`src/rtl/fifo_wr_arbiter_if.sv`:
```
// Write-side bus between the requesters, the round-robin arbiter and fifo_top.
//   req_valid/req_data/req_ready : per-requester valid/ready handshake
//   wfull                        : FIFO full flag from fifo_top
//   winc/wdata                   : FIFO write strobe and data to fifo_top
//   grant_id/busy                : current owner and tenure-active status
// master = arbiter side, slave = requester/FIFO side.
interface fifo_wr_arbiter_if #(
    parameter int unsigned WSIZE = 16,
    parameter int unsigned NREQ  = 4
);
    localparam int unsigned IDW = $clog2(NREQ);

    logic [NREQ-1:0]       req_valid;
    logic [NREQ*WSIZE-1:0] req_data;
    logic [NREQ-1:0]       req_ready;
    logic                  wfull;
    logic                  winc;
    logic [WSIZE-1:0]      wdata;
    logic [IDW-1:0]        grant_id;
    logic                  busy;

    modport master (
        input  req_valid, req_data, wfull,
        output req_ready, winc, wdata, grant_id, busy
    );

    modport slave (
        output req_valid, req_data, wfull,
        input  req_ready, winc, wdata, grant_id, busy
    );
endinterface

```
`src/rtl/fifo_wr_arbiter.sv`:
```
// Round-robin write-port arbiter in front of fifo_top (wclk domain).
// Grants one requester at a time for up to BURST words, gating every
// transfer on wfull.
//   wclk, wrst_n : write clock, asynchronous active-low reset
//   bus (master) : requester handshakes in, winc/wdata out to fifo_top,
//                  grant_id/busy status out
// winc, wdata and req_ready are combinational from the registered state and
// the current inputs; busy and grant_id come straight from registers.
module fifo_wr_arbiter #(
    parameter int unsigned WSIZE = 16,
    parameter int unsigned NREQ  = 4,
    parameter int unsigned BURST = 4
) (
    input  logic               wclk,
    input  logic               wrst_n,
    fifo_wr_arbiter_if.master  bus
);
    localparam int unsigned IDW = $clog2(NREQ);
    localparam int unsigned CW  = $clog2(BURST + 1);
    localparam logic [IDW-1:0] LAST_ID  = IDW'(NREQ - 1);
    localparam logic [CW-1:0]  CNT_LAST = CW'(BURST - 1);

    typedef enum logic {
        IDLE  = 1'b0,
        GRANT = 1'b1
    } state_t;

    state_t         state_q;
    logic [IDW-1:0] owner_q;
    logic [IDW-1:0] ptr_q;
    logic [CW-1:0]  cnt_q;

    logic [IDW-1:0] pick;
    logic           any_valid;
    logic           own_valid;
    logic           xfer;
    logic [IDW-1:0] owner_nxt;

    // Round-robin pick: first valid at or above ptr, else first valid overall.
    always_comb begin
        pick      = '0;
        any_valid = 1'b0;
        for (int unsigned j = 0; j < NREQ; j++) begin
            if (!any_valid && bus.req_valid[j] && (IDW'(j) >= ptr_q)) begin
                pick      = IDW'(j);
                any_valid = 1'b1;
            end
        end
        for (int unsigned j = 0; j < NREQ; j++) begin
            if (!any_valid && bus.req_valid[j]) begin
                pick      = IDW'(j);
                any_valid = 1'b1;
            end
        end
    end

    assign own_valid = bus.req_valid[owner_q];
    assign xfer      = (state_q == GRANT) && own_valid && !bus.wfull;
    assign owner_nxt = (owner_q == LAST_ID) ? '0 : owner_q + IDW'(1);

    // Handshake and FIFO write path for the current owner only.
    always_comb begin
        bus.req_ready = '0;
        bus.wdata     = '0;
        for (int unsigned j = 0; j < NREQ; j++) begin
            if (IDW'(j) == owner_q) begin
                bus.req_ready[j] = xfer;
                if (xfer) begin
                    bus.wdata = bus.req_data[j*WSIZE +: WSIZE];
                end
            end
        end
    end

    assign bus.winc     = xfer;
    assign bus.busy     = (state_q == GRANT);
    assign bus.grant_id = owner_q;

    // Tenure control: a stall on wfull holds cnt/owner; only a dropped valid
    // or the last burst word ends the tenure.
    always_ff @(posedge wclk or negedge wrst_n) begin
        if (!wrst_n) begin
            state_q <= IDLE;
            owner_q <= '0;
            ptr_q   <= '0;
            cnt_q   <= '0;
        end else begin
            case (state_q)
                IDLE: begin
                    if (any_valid) begin
                        owner_q <= pick;
                        cnt_q   <= '0;
                        state_q <= GRANT;
                    end
                end
                GRANT: begin
                    if (!own_valid) begin
                        state_q <= IDLE;
                        ptr_q   <= owner_nxt;
                        cnt_q   <= '0;
                    end else if (xfer) begin
                        if (cnt_q == CNT_LAST) begin
                            state_q <= IDLE;
                            ptr_q   <= owner_nxt;
                            cnt_q   <= '0;
                        end else begin
                            cnt_q <= cnt_q + CW'(1);
                        end
                    end
                end
                default: state_q <= IDLE;
            endcase
        end
    end
endmodule

```
`src/flat_wrapper.sv`:
```
// flat-port wrapper written by rule: the top's interface ports become plain ports
module fifo_wr_arbiter_flat 
#(
    parameter int unsigned WSIZE = 16,
    parameter int unsigned NREQ  = 4,
    parameter int unsigned BURST = 4
)
  (wclk, wrst_n, bus_req_valid, bus_req_data, bus_wfull, bus_req_ready, bus_winc, bus_wdata, bus_grant_id, bus_busy);
  fifo_wr_arbiter_if #(.WSIZE(WSIZE), .NREQ(NREQ)) bus_i ();
  input  logic wclk;
  input  logic wrst_n;
  input wire logic [$bits(bus_i.req_valid)-1:0] bus_req_valid;
  input wire logic [$bits(bus_i.req_data)-1:0] bus_req_data;
  input wire logic [$bits(bus_i.wfull)-1:0] bus_wfull;
  output wire logic [$bits(bus_i.req_ready)-1:0] bus_req_ready;
  output wire logic [$bits(bus_i.winc)-1:0] bus_winc;
  output wire logic [$bits(bus_i.wdata)-1:0] bus_wdata;
  output wire logic [$bits(bus_i.grant_id)-1:0] bus_grant_id;
  output wire logic [$bits(bus_i.busy)-1:0] bus_busy;
  assign bus_i.req_valid = bus_req_valid;
  assign bus_i.req_data = bus_req_data;
  assign bus_i.wfull = bus_wfull;
  assign bus_req_ready = bus_i.req_ready;
  assign bus_winc = bus_i.winc;
  assign bus_wdata = bus_i.wdata;
  assign bus_grant_id = bus_i.grant_id;
  assign bus_busy = bus_i.busy;
  fifo_wr_arbiter #(.WSIZE(WSIZE), .NREQ(NREQ), .BURST(BURST)) u_core (.wclk(wclk), .wrst_n(wrst_n), .bus(bus_i));
endmodule
```
`config.mk`:
```
export PLATFORM = sky130hd
export DESIGN_NAME = fifo_wr_arbiter_flat
export DESIGN_NICKNAME = d
export VERILOG_FILES = /design/src/rtl/fifo_wr_arbiter_if.sv /design/src/rtl/fifo_wr_arbiter.sv /design/src/flat_wrapper.sv
export SDC_FILE = /design/constraint.sdc
export NUM_CORES = 1
export LEC_CHECK = 0
export BUFFER_PORTS_ARGS = -buffer_cell sky130_fd_sc_hd__buf_2
export CAP_MARGIN = 5
export CORE_MARGIN = 8
export CORE_UTILIZATION = 44
export CTS_BUF_LIST = sky130_fd_sc_hd__clkbuf_4
export DETAILED_ROUTE_END_ITERATION = 12
export PLACE_DENSITY_LB_ADDON = 0.3
export SYNTH_ARGS = -nofsm -noshare
export SYNTH_HDL_FRONTEND = slang
export SYNTH_SLANG_ARGS = --single-unit
```
`constraint.sdc`:
```
create_clock -name wclk -period 2.75 [get_ports wclk]
set_input_delay 0 -clock wclk [delete_from_list [all_inputs] [get_ports wclk]]
set_output_delay 0 -clock wclk [all_outputs]
set_load 0.03 [all_outputs]
```
Word-level counts from Yosys, hierarchy flattened
Cells that the tools add are included.

operators by class
  equality and inequality tests = 9
  mux-type cells = 43
  $lt $le $gt $ge = 5
  add/subtract/negate cells = 2
  bitwise logic cells = 1
  reductions and logical operators = 25

operator list
  cell                                                                          count
  16-bit 2-to-1 mux                                                             8
  2-bit 2-to-1 mux                                                              10
  1-bit 2-to-1 mux                                                              18
  1-bit logical AND                                                             13
  3-bit 2-to-1 mux                                                              4
  1-bit logical NOT                                                             8
  3-bit case mux with 2 select lines                                            1
  2-bit equality test, first input constant                                     2
  1-bit by 2-bit >= comparator with 1-bit output, first input constant          2
  2-bit >= comparator, first input constant                                     2
  2-bit inequality test, second input constant                                  2
  2-bit AND reduction                                                           2
  3-bit by 1-bit adder with 3-bit output, second input constant                 1
  3-bit by 2-bit equality test with 1-bit output, second input constant         1
  2-bit by 3-bit less-than comparator with 1-bit output, second input constant  1
  3-bit inequality test, second input constant                                  1
  3-bit AND reduction                                                           1
  2-bit by 1-bit adder with 2-bit output, second input constant                 1
  1-bit binary-select mux with 2-bit select                                     1
  1-bit by 2-bit equality test with 1-bit output, first input constant          1
  2-bit equality test, second input constant                                    1
  2-bit logical NOT                                                             1
  2-bit by 1-bit inequality test with 1-bit output, second input constant       1
  1-bit case mux with 2 select lines                                            1
  1-bit inverter                                                                1

storage, ports and cells
  bits in registers = 8
  word-level logic and storage cells = 89

Longest topological paths before layout
Gate-level depths: netlist of run 1.

  word-level depth = 29
  gate-level depth with buffers = 8
  depth with buffers taken out = 6

Worst setup path after synthesis of run 1
Ideal clock, no wire load.

  path kind = register -> output
  start = reg u_core.owner_q[1], in the netlist u_core.bus.grant_id[1]
  end = out bus_wdata[2]
  slack = 0.576 ns
  arrival = 2.174 ns
  buffers on the path = 2
  cell stages (with the launch flop) = 9
  cell sequence = dfrtp_1 inv_1 ha_1 buf_6 nor2b_4 buf_4 a221oi_1 a211o_1 a21oi_1

on the way
  cells in the longest elaborated chain, start to end = 12
  elaborated cells on any way between the ends = 16

ends and longest elaborated chain
  item                                       RTL line               text
  from (decl)                                fifo_wr_arbiter.sv:29  logic [IDW-1:0] owner_q;
  from (signal assigned)                     fifo_wr_arbiter.sv:91  owner_q <= pick;
  1-bit binary-select mux with 2-bit select  fifo_wr_arbiter.sv:57  assign own_valid = bus.req_valid[owner_q];
  1-bit 2-to-1 mux (not written as such)     fifo_wr_arbiter.sv:57
  1-bit logical AND (2 in a row)             fifo_wr_arbiter.sv:58  assign xfer = (state_q == GRANT) && own_valid && !bus.wfull;
  16-bit 2-to-1 mux                          fifo_wr_arbiter.sv:68  if (xfer) begin
  16-bit 2-to-1 mux                          fifo_wr_arbiter.sv:66  if (IDW'(j) == owner_q) begin
  16-bit 2-to-1 mux                          fifo_wr_arbiter.sv:68
  16-bit 2-to-1 mux                          fifo_wr_arbiter.sv:66
  16-bit 2-to-1 mux                          fifo_wr_arbiter.sv:68
  16-bit 2-to-1 mux                          fifo_wr_arbiter.sv:66
  16-bit 2-to-1 mux                          fifo_wr_arbiter.sv:68
  16-bit 2-to-1 mux (*)                      fifo_wr_arbiter.sv:66
  to (decl)                                  flat_wrapper.sv:17     output wire logic [$bits(bus_i.wdata)-1:0] bus_wdata;

Mark *: on every way between the ends. The rest lies on a longest branch, timed or not. The select of a mux whose other input is x is not followed.

Worst setup path after layout of run 1
  start = reg u_core.owner_q[1], in the netlist u_core.bus.grant_id[1]
  end = out bus_wdata[6]

Same word-level chain as after synthesis.

==> results of run 1 <==
## final timing paths
path                       slack [ps]         endpoint  cells after the start
max                               310     bus_wdata[6]                      7
min                                40  u_core.bus.busy                      3
max reg2reg                      1090  u_core.ptr_q[0]                      3
min reg2reg                       510  u_core.cnt_q[1]                      1
max in group asynchronous        2470  u_core.ptr_q[1]                      2
min in group asynchronous         110  u_core.cnt_q[2]                      2
## cell families after synthesis
logic type | count (synthesis) | synth area share
AO/OA/AOI/OAI | 67 | 0.437
AND/OR/NAND/NOR | 41 | 0.179
buffers and inverters | 33 | 0.137
flip-flops | 8 | 0.169
adder cells (fa/ha/maj) | 5 | 0.0527
multiplexers | 3 | 0.0253
## critical path, delay by kind of cell, from the launching register on
kind | cells | cell delay (ps)
flip-flops | 1 | 450
AO/OA/AOI/OAI | 3 | 580
buffers and inverters | 2 | 310
adder cells (fa/ha/maj) | 1 | 430
AND/OR/NAND/NOR | 1 | 400
## cell type report
cell class,instances,area share
clock buffer,3,0.0135
timing repair buffer,98,0.302
multi-input combinational,116,0.495
inverter,20,0.0451
tap,31,0.0233
sequential,8,0.120
## cells in the mapped netlist
library cell,instances,area [um^2]
a211o_1,15,131
a21boi_0,2,15.0
a21o_1,1,7.51
a21oi_1,12,60.1
a21oi_2,9,78.8
a221oi_1,15,131
a22o_1,1,8.76
a22oi_1,1,7.51
a31o_2,1,8.76
a31oi_1,1,6.26
and2_1,4,25.0
buf_12,1,20.0
buf_2,3,15.0
buf_4,1,7.51
buf_6,2,22.5
clkbuf_1,6,22.5
dfrtp_1,8,200
ha_1,5,62.6
inv_1,19,71.3
inv_2,1,3.75
mux2i_1,3,30.0
nand2_1,21,78.8
nand2b_1,5,31.3
nand3_1,2,10.0
nor2_1,2,7.51
nor2_4,1,11.3
nor2b_1,2,12.5
nor2b_4,1,13.8
nor4_1,1,6.26
nor4bb_1,1,10.0
o21ai_0,4,20.0
o22ai_1,1,6.26
o22ai_2,1,12.5
o2bb2ai_1,1,8.76
o31ai_1,2,15.0
or2_2,1,6.26
## stage by stage
stage	hold slack, ps	cells
finish	41.2	276
global route	88.2	276
CTS	45.6	276
detailed placement	-151	272
global placement	-151	272
floorplan	-296	157
## per-layer routing
| layer | GRT usage | vias up | routed length (um) |
|---|---|---|---|
| met5 | 0 | - | 0 |
| met4 | 0.0384 | 0 | 37 |
| met3 | 0.0458 | 4 | 428 |
| met2 | 0.278 | 54 | 2030 |
| met1 | 0.206 | 655 | 1650 |
| li1 | - | 752 | - |
## registers in the layout, summed over array words and instances (netlist names)
signal	flops
u_core.cnt_q	3
u_core.bus.grant_id	2
u_core.ptr_q	2
u_core.bus.busy	1
## power by group through the flow
stage | logic (uW) | registers, uW | clock network (uW)
3_5_place_dp | 1260 | 236 | 0
2_1_floorplan | 986 | 263 | 0
5_1_grt | 1400 | 246 | 98.2
6_report | 1250 | 233 | 90.9
3_3_place_gp | 1250 | 235 | 0
4_1_cts | 1260 | 235 | 91.4
## repair_timing
action	4_1_cts	5_1_grt
hold buffers	1	0
endpoints found under the setup margin	0	0
hold endpoints to repair	8	0
==> results by group, run 1 <==
Outcome
  • Status: finished, final reports clean

Die
  • DIE WIDTH: 67.9 um
  • Core Footprint: 2660 um^2
  • Die Ht: 67.9 um
  • Die area: 4610 um^2
  • Row cnt: 19
  • # IOs: 95
  • Initial Utilization: 0.445

Timing
  • Slew HR: 0.555
  • Minimum clock period after layout: 2440 ps
  • Final setup TNS: 0 ps
  • PnR worst setup slack: 314 ps
  • Hold Vio Cnt, Final: 0
  • Slew Limit Fails: 0
  • Tcrit/Tclk final: 0.886
  • Setup violators final: 0
  • Setup Skew: 2.67 ps
  • RSZ-0062 raised after global routing: false
  • Peak Freq: 410 MHz
  • Worst-Margin Slew: 668 ps

Cells and area
  • Post-route cell area: 1660 um^2
  • Nets: 323
  • Syn-to-layout area delta: 40.2%
  • Most frequent cells in the layout: buf_2, nand2_1, inv_1
  • N_diodes: 0
  • FF+latch area: 200 um^2
  • Layout cell share with drive strength beyond 1: 0.469
  • Multi-input combinational cell area: 823 um^2
  • Fin util: 0.625
  • Number of fill cells in the layout: 274
  • Commonest non-fill, non-tap cell in the layout: buf_2

Pwr
  • Pint: 714 uW
  • Net Switching: 862 uW
  • Clock Power Share: 0.058
  • PD cells: 948 nW/um^2
  • Power Total: 1580 uW
  • LEAKAGE: 0.000933 uW
  • Net Sw Frac: 0.547
  • Combinational power share: 0.794
  • Peak supply drop: 0.000698 V
  • Seq pwr share: 0.148

Routing
  • Via count: 1465
  • Post-DRT Antenna Nets: 0
  • Avg WL per Cell: 15.0 um
  • Pre-Repair DR Iteration Count: 4
  • Final WL: 4140 um
  • 1st-iter DRT viols: 110
  • DR vias/cell: 5.31
  • DRC: 0

CTS
  • Clock root buffer: clkbuf_4
  • Post-CTS Resized: 0
  • CTS max path bufs: 2
  • Worst-path clk slew: 60 ps
  • # H-tree levels: 1
  • Post-CTS setup buffer count: 0
  • CTS tree: built
  • Worst-Skew Late Latency: 250 ps
  • CTS Buf Count: 3
  • Clk sink count: 8

Placement
  • Area of placed instances: 1630 um^2
  • GPL Wtd Cong: 0.809
  • Pre-CTS WS: 580 ps
  • Port bufs: 94
  • Sum of net half-perimeters after detailed placement: 3370 um

Setup path
  • Crit-path slowest cell: dfrtp_1
  • Worst-path maximum fanout: 19
  • WS Path Type: flop to primary output
  • Crit. End Element: primary output
  • Cells along the critical path: inv_1 -> ha_1 -> nor2b_4 -> a221oi_1 -> a211o_1 -> a21oi_2 -> buf_2
  • Arr. time, crit path: 2440 ps
  • Reg-to-Reg Start: u_core.bus.grant_id[0]
  • Startpoint types: flop
  • CP max stage delay: 450 ps
  • Crit path from: u_core.bus.grant_id[1]
  • CP Data Required Time: 2750 ps

Yosys
  • Library cells used by synthesis: 36
  • Cell Area, Synth: 1190 um^2
  • YS warnings: 0
  • Post-Synthesis Cells: 157
  • Syn_area_per_cell: 7.56 um^2
  • Register area share after synthesis: 0.169
  • Seq cells post-synth: 8
  • Syn Nets: 233

Global routing
  • Vias in the first global route: 1370
  • Largest net degree at the start of global routing: 34
  • Antenna violations before repair: 0
  • Gr usage total: 0.166
  • Global-route wire length before repair: 6200 um
  • Total gr overflow: 0

Flow run
  • Max-cap check violation count: 0

Worst hold path
  • Min-Delay Path Class: input pin to flop
  • Hold Crit Start: bus_wfull
Power figures use the tool's default switching activity.
==> inputs of run 2 (changes only) <==
- CTS_BUF_LIST: sky130_fd_sc_hd__clkbuf_4 -> sky130_fd_sc_hd__clkbuf_8
==> run 2 against run 1 <==
Register-to-register slack is essentially flat. Combinational power about the same. Fmax grew 1.3%. Utilization is 0.70 points higher.
==> results by group, run 2 (synthesis gave the netlist of run 1 again) <==
Setup path
  • WS Path Type: flop to primary output (unchanged)
  • Worst Reg-to-Reg Cells: 3 (unchanged)
  • Worst r2r dst: u_core.ptr_q[0] (unchanged)
  • Setup slack, reg-to-reg: 1100 ps (was 1090 ps)
  • Startpoint types: flop (unchanged)
  • Crit. End Element: primary output (unchanged)
  • Worst-path maximum fanout: 19 (unchanged)
  • CP Data Required Time: 2750 ps (about the same)
  • Arr. time, crit path: 2400 ps (was 2440 ps)
  • Reg-to-Reg Start: u_core.bus.grant_id[0] (unchanged)

Cells and area
  • Fin cells: 276 (unchanged)
  • Multi-input combinational cell area: 823 um^2 (unchanged)
  • Nets: 323 (unchanged)
  • Number of fill cells in the layout: 276 (was 274)
  • FF+latch area: 200 um^2 (unchanged)
  • Max reg flops: 3 (unchanged)
  • Most frequent cells in the layout: buf_2, nand2_1, inv_1 (unchanged)
  • Commonest non-fill, non-tap cell in the layout: buf_2 (unchanged)
  • Syn-to-layout area delta: 41.8% (was 40.2%)
  • Top reg by flops: u_core.cnt_q (unchanged)
  • N_diodes: 0 (unchanged)
  • Layout cell share with drive strength beyond 1: 0.469 (unchanged)

Timing
  • Tcrit/Tclk final: 0.874 (was 0.886)
  • RSZ-0062 raised after global routing: false (unchanged)
  • Minimum clock period after layout: 2400 ps (was 2440 ps)
  • Hold Vio Cnt, Final: 0 (unchanged)
  • Setup violators final: 0 (unchanged)
  • Slew HR: 0.553 (was 0.555)
  • Final setup TNS: 0 ps (unchanged)
  • Fin Hold WS: 71.5 ps (was 41.2 ps)
  • PnR worst setup slack: 345 ps (was 314 ps)
  • Setup Skew: 1.49 ps (was 2.67 ps)
  • Peak Freq: 416 MHz (was 410 MHz)
  • Slew Limit Fails: 0 (unchanged)
  • Worst-Margin Slew: 671 ps (was 668 ps)

Die
  • # IOs: 95 (unchanged)
  • Row cnt: 19 (unchanged)
  • Die Ht: 67.9 um (unchanged)
  • Initial Utilization: 0.445 (unchanged)
  • Die area: 4610 um^2 (unchanged)
  • DIE WIDTH: 67.9 um (unchanged)
  • Core Footprint: 2660 um^2 (unchanged)

CTS
  • CTS tree: built (unchanged)
  • Clock root buffer: clkbuf_8 (was clkbuf_4)
  • # H-tree levels: 1 (unchanged)
  • Clk sink count: 8 (unchanged)
  • Worst-path clk slew: 40 ps (was 60 ps)
  • CTS max path bufs: 2 (unchanged)
  • Worst-Skew Late Latency: 230 ps (was 250 ps)
  • CTS Buf Count: 3 (unchanged)
  • Post-CTS setup buffer count: 0 (unchanged)

Placement
  • GPL Wtd Cong: 0.809 (unchanged)
  • Placed insts: 272 (unchanged)
  • Sum of net half-perimeters after detailed placement: 3370 um (unchanged)
  • Port bufs: 94 (unchanged)
  • Pre-CTS WS: 580 ps (unchanged)

Worst hold path
  • Worst hold path depth: 3 (unchanged)
  • Min-Delay Path Class: input pin to flop (unchanged)
  • Worst Hold Path EP: u_core.bus.busy (unchanged)
  • Hold Crit Start: bus_wfull (unchanged)

Global routing
  • Gr usage total: 0.168 (was 0.166)
  • Global-route wire length before repair: 6270 um (was 6200 um)
  • Largest net degree at the start of global routing: 34 (unchanged)
  • Total gr overflow: 0 (unchanged)
  • Antenna violations before repair: 0 (unchanged)
  • Vias in the first global route: 1383 (was 1370)

Routing
  • Final WL: 4170 um (was 4140 um)
  • Pre-Repair DR Iteration Count: 4 (unchanged)
  • DRC: 0 (unchanged)
  • 1st-iter DRT viols: 96 (was 110)
  • Avg WL per Cell: 15.1 um (was 15.0 um)
  • Post-DRT Antenna Nets: 0 (unchanged)
  • DR vias/cell: 5.30 (was 5.31)
  • Via count: 1462 (was 1465)

Pwr
  • Peak supply drop: 0.000704 V (was 0.000698 V)
  • LEAKAGE: 0.000940 uW (was 0.000933 uW)
  • PD cells: 967 nW/um^2 (was 948 nW/um^2)
  • Power Total: 1630 uW (was 1580 uW)

Outcome
  • Status: finished, final reports clean (unchanged)

Flow run
  • Max-cap check violation count: 0 (unchanged)
run 2: worst max path at each step:
stage	from	to	cells past startpoint
floorplan	u_core.bus.grant_id[1]	bus_wdata[2]	8
finish	u_core.bus.grant_id[1]	bus_wdata[6]	7
CTS	u_core.bus.grant_id[1]	bus_wdata[6]	7
global placement	u_core.bus.grant_id[1]	bus_wdata[9]	7
detailed placement	u_core.bus.grant_id[1]	bus_wdata[6]	7
global route	u_core.bus.grant_id[1]	bus_wdata[0]	7
run 2: worst max-delay path, stage by stage, from the launching register on:
cell and delay [ps]:
dfrtp_1 440, inv_1 110, ha_1 430, nor2b_4 400
a221oi_1 150, a211o_1 320, a21oi_2 110, buf_2 200
run 2: where the power goes:
group	internal, uW	switching [uW]	leakage [uW]
clock network	94.7	44.7	0.0000216
registers	164	70.8	0.000101
logic	501	751	0.000818
run 2: final cells by class:
class | instances | share of cell area
clock buffer | 3 | 0.0246
inverter | 20 | 0.0446
multi-input combinational | 116 | 0.490
sequential | 8 | 0.119
tap | 31 | 0.0231
timing repair buffer | 98 | 0.299
run 2: what timing repair did:
item	CTS	global route
endpoints found under the hold margin	8	0
gates resized for setup	0	0
endpoints found under the setup margin	0	0
hold buffers	1	0
run 2: through the flow:
step / utilization / area [um^2]
3_5_place_dp: 0.612 / 1630
5_1_grt: 0.632 / 1680
2_1_floorplan: - / 1190
3_3_place_gp: 0.612 / 1630
6_report: 0.632 / 1680
4_1_cts: 0.632 / 1680
run 2: per-layer routing:
metal,part of all wire,vias up,track usage
met5,0,-,0
met1,0.40,656,0.209
met4,0.0060,0,0.0384
li1,-,752,-
met2,0.50,52,0.283
met3,0.099,2,0.0458
